<file path="config.mk">
export PLATFORM = sky130hd
export DESIGN_NAME = branch_resolve_unit
export DESIGN_NICKNAME = d
export VERILOG_FILES = /design/src/rtl/branch_resolve_unit.sv
export SDC_FILE = /design/constraint.sdc
export NUM_CORES = 1
export LEC_CHECK = 0
export CAP_MARGIN = 20
export CORE_MARGIN = 1
export CORE_UTILIZATION = 35
export CTS_BUF_LIST = sky130_fd_sc_hd__clkbuf_8
export DETAILED_ROUTE_END_ITERATION = 12
export PLACE_DENSITY = 0.54
export SYNTH_ARGS = -nofsm -noshare
export SYNTH_HDL_FRONTEND = slang
export SYNTH_SLANG_ARGS = --single-unit
</file>
<file path="constraint.sdc">
create_clock -name clk -period 20 [get_ports clk]
set_input_delay 4 -clock clk [delete_from_list [all_inputs] [get_ports clk]]
set_output_delay 4 -clock clk [all_outputs]
set_load 0.02 [all_outputs]
</file>
<file path="src/rtl/branch_resolve_unit.sv">
// Decode-side branch resolution: queues fetch predictions, checks each one
// against the actual outcome when it resolves, and on a wrong prediction
// issues a registered redirect, a pipeline clear and a predictor update.
//
// Handshake: a prediction is accepted when pred_valid is high and a slot is
// free (a slot freed by a same-cycle correct pop counts). A resolution is
// consumed when res_valid is high and the queue is not empty. Neither side
// is back-pressured; a push while full is silently dropped, and res_valid
// while empty is ignored.
module branch_resolve_unit #(
    parameter int DEPTH = 4,
    parameter int CNTW  = 16
) (
    input  logic            clk,
    input  logic            reset_n,
    input  logic            pred_valid,
    input  logic [31:0]     pred_pc,
    input  logic            pred_taken,
    input  logic [31:0]     pred_target,
    input  logic            res_valid,
    input  logic [31:0]     pcd,
    input  logic [1:0]      pcsrcd,
    input  logic [31:0]     pcbranchd,
    output logic            redirect,
    output logic [31:0]     redirect_pc,
    output logic            clrbp,
    output logic            upd_valid,
    output logic [31:0]     upd_pc,
    output logic            upd_taken,
    output logic [31:0]     upd_target,
    output logic            full,
    output logic            empty,
    output logic [CNTW-1:0] mispredicts
);

    localparam int PW = $clog2(DEPTH);
    localparam int CW = $clog2(DEPTH + 1);

    logic [31:0]   q_pc     [DEPTH];
    logic          q_taken  [DEPTH];
    logic [31:0]   q_target [DEPTH];

    logic [PW-1:0] rd_ptr;
    logic [PW-1:0] wr_ptr;
    logic [CW-1:0] count;

    logic          pop;
    logic          push;
    logic          mis;
    logic          train;
    logic          slot_free;
    logic [31:0]   head_pc;
    logic          head_taken;
    logic [31:0]   head_target;
    logic [31:0]   next_pc;
    logic [CW-1:0] count_nxt;

    // Only bit 0 of pcsrcd carries the direction; bit 1 is not used here.
    logic          unused_pcsrcd_hi;
    assign unused_pcsrcd_hi = pcsrcd[1];

    // Compare the head entry with the resolving instruction and plan queue moves.
    always_comb begin
        head_pc     = q_pc[rd_ptr];
        head_taken  = q_taken[rd_ptr];
        head_target = q_target[rd_ptr];
        next_pc     = pcsrcd[0] ? pcbranchd : pcd + 32'd4;
        pop         = res_valid && (count != '0);
        mis         = pop && ((head_taken != pcsrcd[0]) ||
                              (head_taken && pcsrcd[0] && (head_target != pcbranchd)) ||
                              (head_pc != pcd));
        train       = pop && (head_taken || pcsrcd[0]);
        slot_free   = (count != CW'(DEPTH)) || pop;
        // A mispredict flushes everything younger, including a same-cycle push.
        push        = pred_valid && slot_free && !mis;
        if (mis)
            count_nxt = '0;
        else
            count_nxt = count + CW'(push) - CW'(pop);
    end

    // Queue storage; only written on an accepted push, so no reset is needed.
    always_ff @(posedge clk) begin
        if (push) begin
            q_pc[wr_ptr]     <= pred_pc;
            q_taken[wr_ptr]  <= pred_taken;
            q_target[wr_ptr] <= pred_target;
        end
    end

    // Pointers, occupancy flags, redirect/update pulses and mispredict counter.
    always_ff @(posedge clk or negedge reset_n) begin
        if (!reset_n) begin
            rd_ptr      <= '0;
            wr_ptr      <= '0;
            count       <= '0;
            full        <= 1'b0;
            empty       <= 1'b1;
            redirect    <= 1'b0;
            clrbp       <= 1'b0;
            redirect_pc <= '0;
            upd_valid   <= 1'b0;
            upd_pc      <= '0;
            upd_taken   <= 1'b0;
            upd_target  <= '0;
            mispredicts <= '0;
        end else begin
            if (mis) begin
                rd_ptr <= '0;
                wr_ptr <= '0;
            end else begin
                if (pop)
                    rd_ptr <= rd_ptr + PW'(1);
                if (push)
                    wr_ptr <= wr_ptr + PW'(1);
            end
            count    <= count_nxt;
            full     <= (count_nxt == CW'(DEPTH));
            empty    <= (count_nxt == '0);
            redirect <= mis;
            clrbp    <= mis;
            if (mis)
                redirect_pc <= next_pc;
            upd_valid <= train;
            if (train) begin
                upd_pc     <= pcd;
                upd_taken  <= pcsrcd[0];
                upd_target <= pcbranchd;
            end
            if (mis && (mispredicts != '1))
                mispredicts <= mispredicts + CNTW'(1);
        end
    end

endmodule

</file>
* Word level (Yosys, flattened, before mapping)
Memories as Yosys holds them, arrays and structs flattened. Index checks and enable logic that the tools add are counted.
Storage, ports and cells: register bits after elaboration 124, memory bits (writable) 260, memories kept 3, input port bits 135, word-level logic and storage cells 52
Cells by class: $add $sub $neg 6, mux-type cells 8, reductions and logical operators 17, equal/unequal tests 6
Memories:
- q_pc | depth 4, width 32, rd ports 1, clocked after memory_dff 0, wr ports 1, RTL line 39 | logic [31:0] q_pc [DEPTH];
- q_target | depth 4, width 32, rd ports 1, clocked after memory_dff 0, wr ports 1, RTL line 41 | logic [31:0] q_target [DEPTH];
- q_taken | depth 4, width 1, rd ports 1, clocked after memory_dff 0, wr ports 1, RTL line 40 | logic q_taken [DEPTH];
Operators by type and width (count):
- $ne 32x32->1 | 2
- $add 32x3->32 const B | 1
- $mux 32 | 1
- $add 16x1->16 const B | 1
- $ne 16x16->1 const B | 1
- $logic_and 1x1->1 | 8
- $mux 2 | 4
- $add 2x1->2 const B | 2
- $logic_or 1x1->1 | 4
- $reduce_bool 2->1 | 2
- $add 3x1->3 | 1
- $eq 3x3->1 const B | 1
- $logic_not 3->1 | 1
- $mux 3 | 1
- $ne 3x3->1 const B | 1
- $reduce_bool 3->1 | 1
- $sub 3x1->3 | 1
- $mux 1 | 2
- $logic_not 1->1 | 1
- $ne 1x1->1 | 1

* Longest topological paths before layout
Gate-level depths: netlist of the first run. An unclocked memory read counts as a cell.
depth after elaboration 12, depth in mapped cells 18, mapped depth without buffers 15

* Worst setup path after synthesis of the first run
Ideal clock, no wire load.
path type in2reg, start point input pcsrcd[0], end point memory q_pc[0][0], enable pin, slack 10763 ps, stages on the path 10, setup time 488 ps, data arrival time 8749 ps, cells stage by stage clkbuf_1 -> clkbuf_1 -> inv_1 -> ha_1 -> a311o_1 -> a221oi_1 -> nand4_1 -> o21ai_4 -> nand2b_1 -> nor2_1
Between the ends: longest elaborated chain between the ends 9, elaborated cells between the ends (all ways) 10
Ends and longest elaborated chain:
- start, declared | RTL line 22 | input logic [1:0] pcsrcd,
- $logic_and 1x1->1 (2 in series) | RTL line 70 | (head_taken && pcsrcd[0] && (head_target != pcbranchd)) ||
- $logic_or 1x1->1 * | RTL line 69 | mis = pop && ((head_taken != pcsrcd[0]) ||
- $logic_or 1x1->1 * | RTL line 70
- $logic_and 1x1->1 * | RTL line 69
- $logic_not 1->1 * | RTL line 75 | push = pred_valid && slot_free && !mis;
- $logic_and 1x1->1 * | RTL line 75
- $mux 1 * | RTL line 84 | if (push) begin
- $mux 1 (not written as such) * | RTL line 85 | q_pc[wr_ptr] <= pred_pc;
- end, declared | RTL line 39
Mark *: on every way between the ends. The rest lies on a longest branch, timed or not.

* Final worst setup path of the first run
start point input pcd[24], end point register empty
Between the ends: longest elaborated chain between the ends 9
Ends and longest elaborated chain:
- start, declared | RTL line 21 | input logic [31:0] pcd,
- $ne 32x32->1 * | RTL line 71 | (head_pc != pcd));
- $logic_or 1x1->1 * | RTL line 70
- $logic_and 1x1->1 * | RTL line 69
- $logic_not 1->1 | RTL line 75
- $logic_and 1x1->1 | RTL line 75
- $add 3x1->3 | RTL line 79 | count_nxt = count + CW'(push) - CW'(pop);
- $sub 3x1->3 | RTL line 79
- $mux 3 * | RTL line 76 | if (mis)
- $logic_not 3->1 * | RTL line 119 | empty <= (count_nxt == '0);
- end signal, assigned | RTL line 119
- end, declared | RTL line 32 | output logic empty,
Marked as above. A chain may end at the register's enable or synchronous reset.

==> results_dict.tcl, run 1 <==
set metrics [dict create \
    place_congestion 0.8229 \
    fin_nets 1388 \
    clockPowerShare_pct 26.9 \
    cts.repair.resized 0 \
    required_ns 20.55 \
    fmax_mhz 131.9 \
    antenna_found_initial 5 \
    yosysMostFrequentCell "edfxtp_1" \
    power_frac_seq_pct 42.6 \
    ys_ff_latch 384 \
    tightestPinTransition_ns 0.9484 \
    ys_warn_count 0 \
    slowest_delay_ns 0.75 \
    use_met2_pct 29.41 \
    synth_area_um2 16090 \
    cts_max_path_buffers 3 \
    chipWidth_um 216.4 \
    routed_via_density 4.930 \
    period_needed_ns 7.581 \
    hold_violations 0 \
    drt-wirelength-per-cell_um 22.83 \
    met3_usage_pct 5.333 \
    total_power_w 0.002654 \
    use_met1_pct 25.31 \
    ant_nets 0 \
    cts_setup_buffers 0 \
    slew_viol_final 0 \
    fin_skew_ns 0.03014 \
    cts.hold.buffers_added 0 \
    synth_top_area_cell "edfxtp_1" \
    path_max_fanout 8 \
    crit_family "simple AND/OR/NAND/NOR gates" \
    syn_inst 947 \
    wirelength_mm 43.31 \
    io_buffers 251 \
    first_pass_iters 5 \
    syn-num-nets 1093 \
    setup_tns_ns 0 \
    p_sw_w 0.0008149 \
    regToRegSetupSlack_ns 14.41 \
    cp-end-kind "flop" \
    drv_cap 0 \
    synth.top_cell.area_share_pct 48.51 \
    clk_latency_ns 0.62 \
    grt_remaining_overflow 0 \
    first_global_vias 9660 \
    path_class "in -> reg" \
    synthTopCellsByArea "edfxtp_1 (49%), dfrtp_1 (19%), mux4_2 (8.3%)" \
    run_status "complete, no violations" \
    dieHeight_um 216.4 \
    vias 9352 \
    cts_buffers 70 \
    hold-worst-slack_ns 0.5033 \
    ios 253 \
    dieArea_um2 46840 \
    grt_start_max_net_pins 70 \
    startpoint_type "input port" \
    layout_setup_ws_ns 12.42 \
    place_ws_ns 11.76 \
    clock_sinks 384 \
    grt_first_pass_wirelength_mm 63.99 \
    p_sw_share_pct 30.70 \
    final_layout_size_suffix_gt1_share_pct 21.20 \
    rows 78 \
    setup_violations 0 \
    min_path_type "reg -> reg" \
    ctsHtreeMaxLevel 3 \
    busiest_layer "met2" \
    syn_to_final_growth_pct 28.39 \
    initial_core_util_pct 35.46 \
    p_int_w 0.001839 \
    dp_hpwl_mm 29.27 \
    slowest_stage "clkdlybuf4s50_1" \
    crit_buf_inv 2 \
    path_clk_slew_ns 0.06 \
    synthArstFlopShare_pct 32.29 \
    drt-initial-drc-count 505 \
    cts_root_buffer "clkbuf_8" \
    drc 0 \
    synth_edf_count 260 \
    p_per_area_nw_per_um2 128.4 \
    rsz0062_at_grt "false" \
    fin_crit_sh_pct 37.91 \
    ys_types 49 \
    pwr-share-comb_pct 30.5 \
    rr_startpoint "rd_ptr[0]" \
    worstPathArrival_ns 8.13 \
    seq_area_frac_synth_pct 67.80 \
    grt.total_usage_pct 18.84 \
    diodes 0 \
    relSlewSlack_pct 36.78 \
    crit_chain "clkdlybuf4s50_1 -> a2bb2oi_1 -> mux2i_1 -> nor4_1 -> nand4_1 -> o21ai_4 -> nand2b_1 -> ha_1 -> inv_1 -> ha_1 -> fa_1 -> xnor2_1 -> nand2_1 -> nand2_1" \
    worstSetupStartpoint "pcd[24]" \
    power.leakage_nw 7.334 \
    cts_tree "yes" \
    core_region_area_um2 45380 \
    synth_commonest_cells "edfxtp_1 (260), dfrtp_1 (123), mux2_2 (67)" \
    min_from "upd_pc[3]" \
    fill_cells 4048 \
    avgSynthCellArea_um2 16.99 \
    vdd_drop_max_mv 0.07058 \
    synth-main-ff-cell "edfxtp_1" \
]
-- power groups by stage --
stage,Sequential [W],Combinational [W],Clock [W]
finish,0.00113,0.000809,0.000714
global route,0.00115,0.000856,0.000774
CTS,0.00113,0.000817,0.000738
detailed placement,0.00115,0.000815,0
global placement,0.00114,0.000812,0
floorplan,0.00127,0.000303,0
-- routing by layer --
| layer | wire length [um] | share of wire [%] | vias to the layer above |
|---|---|---|---|
| met5 | 67 | 0.15 | - |
| met4 | 991 | 2.3 | 10 |
| met3 | 2944 | 6.8 | 75 |
| met2 | 20210 | 47 | 300 |
| met1 | 19100 | 44 | 4774 |
| li1 | - | - | 4193 |
-- area by class of cell --
cell class              count  area (um2)  area share, %
clock inverters            43       205.2         0.9930
well taps                 600       750.7          3.633
clock buffers              84        1156          5.595
repair buffers            265        2634          12.75
inverters                  21       81.33         0.3936
flip-flops and latches    384       10920          52.84
multi-input cells         500        4917          23.80
-- sequential cells by signal (all words and copies together) (netlist names), 3 cells and up --
name and cells:
redirect_pc 32, upd_pc 32, count 3, q_taken 4
mispredicts 16, q_pc 128, q_target 128, upd_target 32
-- through the flow --
step	area [um2]	instances	utilization [%]
6_report	20660	1897	45.53
5_1_grt	20660	1897	45.53
4_1_cts	20640	1896	45.47
3_5_place_dp	19270	1769	42.47
3_3_place_gp	19270	1769	42.47
2_1_floorplan	16090	947	-
-- kinds of logic (layout without fill, tap and decap cells) --
logic type	Yosys count	count (layout)	synth area share [%]
and+or+nand+nor	156	156	4.766
DFF	384	384	67.80
adders and majority gates	11	11	0.9018
AOI/OAI and AO/OA	52	52	1.990
xor gates and xnor gates	106	106	5.768
muxes	175	175	16.89
buffers and inverters	63	413	1.881
-- cells in the final DEF, fill, tap and decap left out, types with 48 or more instances in the layout --
cell,synthesis,layout
inv_1,20,48
mux2_2,67,67
nand2_1,48,48
xnor2_1,54,54
clkbuf_8,0,84
xor2_1,52,52
mux4_2,59,59
dfrtp_1,123,121
clkdlybuf4s50_1,0,249
edfxtp_1,260,260
-- worst reg2reg max path: stages (launching register included) --
cell and delay (ns):
dfrtp_4 0.93, buf_4 0.69, mux4_2 0.69, xor2_1 0.17, nor4_1 0.43, nand4_1 0.27
o21a_1 0.28, o21ai_4 0.31, nand2b_1 0.33, ha_1 0.39, inv_1 0.04, ha_1 0.18
fa_1 0.38, xnor2_1 0.29, nand2_1 0.08, nand2_1 0.08
-- worst paths after layout --
check	end	cells past startpoint
min in group asynchronous	mispredicts[1]	1
setup / recovery	empty	14
hold / removal	upd_pc[3]	1
hold reg to reg	upd_pc[3]	1
setup reg to reg	empty	15
max in group asynchronous	rd_ptr[0]	2
Power figures use the tool's default switching activity.
==> run 2: changes to the inputs <==
- clock period: 20 -> 7 ns (I/O delays scaled with it)
==> run 2 against run 1 <==
Total power grew to 2.8 times the previous value; core utilization shrank 0.10 points; highest routed layer unchanged; critical endpoint unchanged; sequential power grew to 2.9 times the previous value; routed wire length grew 0.37%; combinational power grew to 2.9 times the previous value; register-to-register slack lost 13 ns; first-iteration DRC count grew 14%; die area is the same.
==> results_dict.tcl, run 2 (synthesized netlist as in run 1, its figures left out) <==
set metrics [dict create \
    run_status "complete, no violations" \
    grt.total_usage_pct 18.80 \
    clock_sinks 384 \
    crit_buf_inv 2 \
    chipWidth_um 216.4 \
    io_buffers 251 \
    layout_commonest_cell "edfxtp_1" \
    slowest_delay_ns 1.09 \
    ant_nets 0 \
    grt_remaining_overflow 0 \
    tightestPinTransition_ns 1.017 \
    drv_cap 0 \
    worstPathArrival_ns 6.08 \
    regToRegSetupSlack_ns 1.44 \
    path_max_fanout 47 \
    hold-worst-slack_ns 0.4954 \
    dp_hpwl_mm 29.40 \
    path_clk_slew_ns 0.06 \
    syn_to_final_growth_pct 28.10 \
    vias 9328 \
    rows 78 \
    drt-wirelength-per-cell_um 22.94 \
    wirelength_mm 43.47 \
    cts_tree "yes" \
    clk_latency_ns 0.60 \
    first_global_vias 9844 \
    vdd_drop_max_mv 0.1964 \
    p_per_area_nw_per_um2 363.2 \
    fmax_mhz 180.0 \
    cts_max_path_buffers 3 \
    crit_family "simple AND/OR/NAND/NOR gates" \
    dieArea_um2 46840 \
    rr_startpoint "rd_ptr[0]" \
    path_class "reg -> reg" \
    required_ns 7.53 \
    setup_violations 0 \
    cp-end-kind "flop" \
    first_pass_iters 5 \
    crit_chain "buf_4 -> mux4_2 -> xor2_1 -> nor4_1 -> nand4_1 -> o21a_1 -> o21ai_4 -> nand2b_1 -> ha_1 -> inv_1 -> ha_1 -> fa_1 -> xnor2_1 -> nand2_1 -> nand2_1" \
    drt-initial-drc-count 578 \
    period_needed_ns 5.556 \
    cts_root_buffer "clkbuf_8" \
    grt_first_pass_wirelength_mm 64.25 \
    fin_skew_ns 0.03023 \
    relSlewSlack_pct 32.17 \
    final_layout_size_suffix_gt1_share_pct 21.11 \
    grt_start_max_net_pins 73 \
    setup_tns_ns 0 \
    cts.hold.buffers_added 0 \
    antenna_found_initial 7 \
    power.leakage_nw 7.282 \
    final_cell_mix "edfxtp_1 (260), clkdlybuf4s50_1 (249), dfrtp_1 (121)" \
    core_region_area_um2 45380 \
    routed_via_density 4.922 \
    startpoint_type "flop" \
    ctsHtreeMaxLevel 3 \
    min_from "mispredicts[6]" \
    slowest_stage "dfrtp_4" \
    worstSetupStartpoint "rd_ptr[0]" \
    cts.repair.resized 0 \
    slew_viol_final 0 \
    fin_nets 1388 \
    cts_buffers 68 \
    place_congestion 0.8038 \
    drc 0 \
    hold_violations 0 \
    cts_setup_buffers 0 \
    top_regs "q_pc x128, q_target x128" \
    ios 253 \
    initial_core_util_pct 35.46 \
    rsz0062_at_grt "false" \
    min_path_type "reg -> reg" \
    fin_crit_sh_pct 79.37 \
    dieHeight_um 216.4 \
]
[run 2: cell count changes in the layout (fill, tap and decap cells not counted)]
cell / previous run / this run
clkinv_2: 4 / 7
clkinvlp_4: 2 / 4
buf_12: 0 / 4
clkbuf_8: 84 / 76
clkinv_1: 7 / 9
inv_6: 1 / 0
buf_16: 1 / 0
buf_4: 13 / 12
inv_1: 48 / 44
diode_2: 0 / 2
[run 2: area by class of cell]
type                       instances  area [um2]
tap                              600       750.7
multi-input combinational        500        4917
fill                            4076       24760
clock inverter                    45       219.0
clock buffer                      76        1046
sequential                       384       10920
timing repair buffer             267        2679
inverter                          21       81.33
antenna                            2       5.005
[run 2: final timing paths]
path | endpoint | depth (start not counted)
max | empty | 15
min | mispredicts[6] | 1
max reg2reg | empty | 15
min reg2reg | mispredicts[6] | 1
max in group asynchronous | upd_target[5] | 2
min in group asynchronous | upd_target[30] | 1
[run 2: layer usage]
layer | track usage (%) | part of all wire (%)
met5 | 0 | 0.16
met4 | 6.197 | 2.1
met3 | 4.716 | 6.1
met2 | 29.94 | 47
met1 | 25.12 | 44
[run 2: stage by stage]
step	cells	power [W]	worst slack [ns]	area [um2]	utilization (%)
6_report	1895	0.007488	1.444	20620	45.43
5_1_grt	1895	0.007859	1.070	20620	45.43
4_1_cts	1892	0.007600	1.354	20590	45.38
3_5_place_dp	1771	0.005613	1.379	19330	42.59
3_3_place_gp	1771	0.005581	1.420	19330	42.59
2_1_floorplan	947	0.004506	0.3625	16090	-
[run 2: power breakdown]
part	switching, W	leakage [nW]	internal [W]
logic	0.00117	2.69	0.00114
clock network	0.000909	0.730	0.00103
registers	0.000241	3.86	0.00300
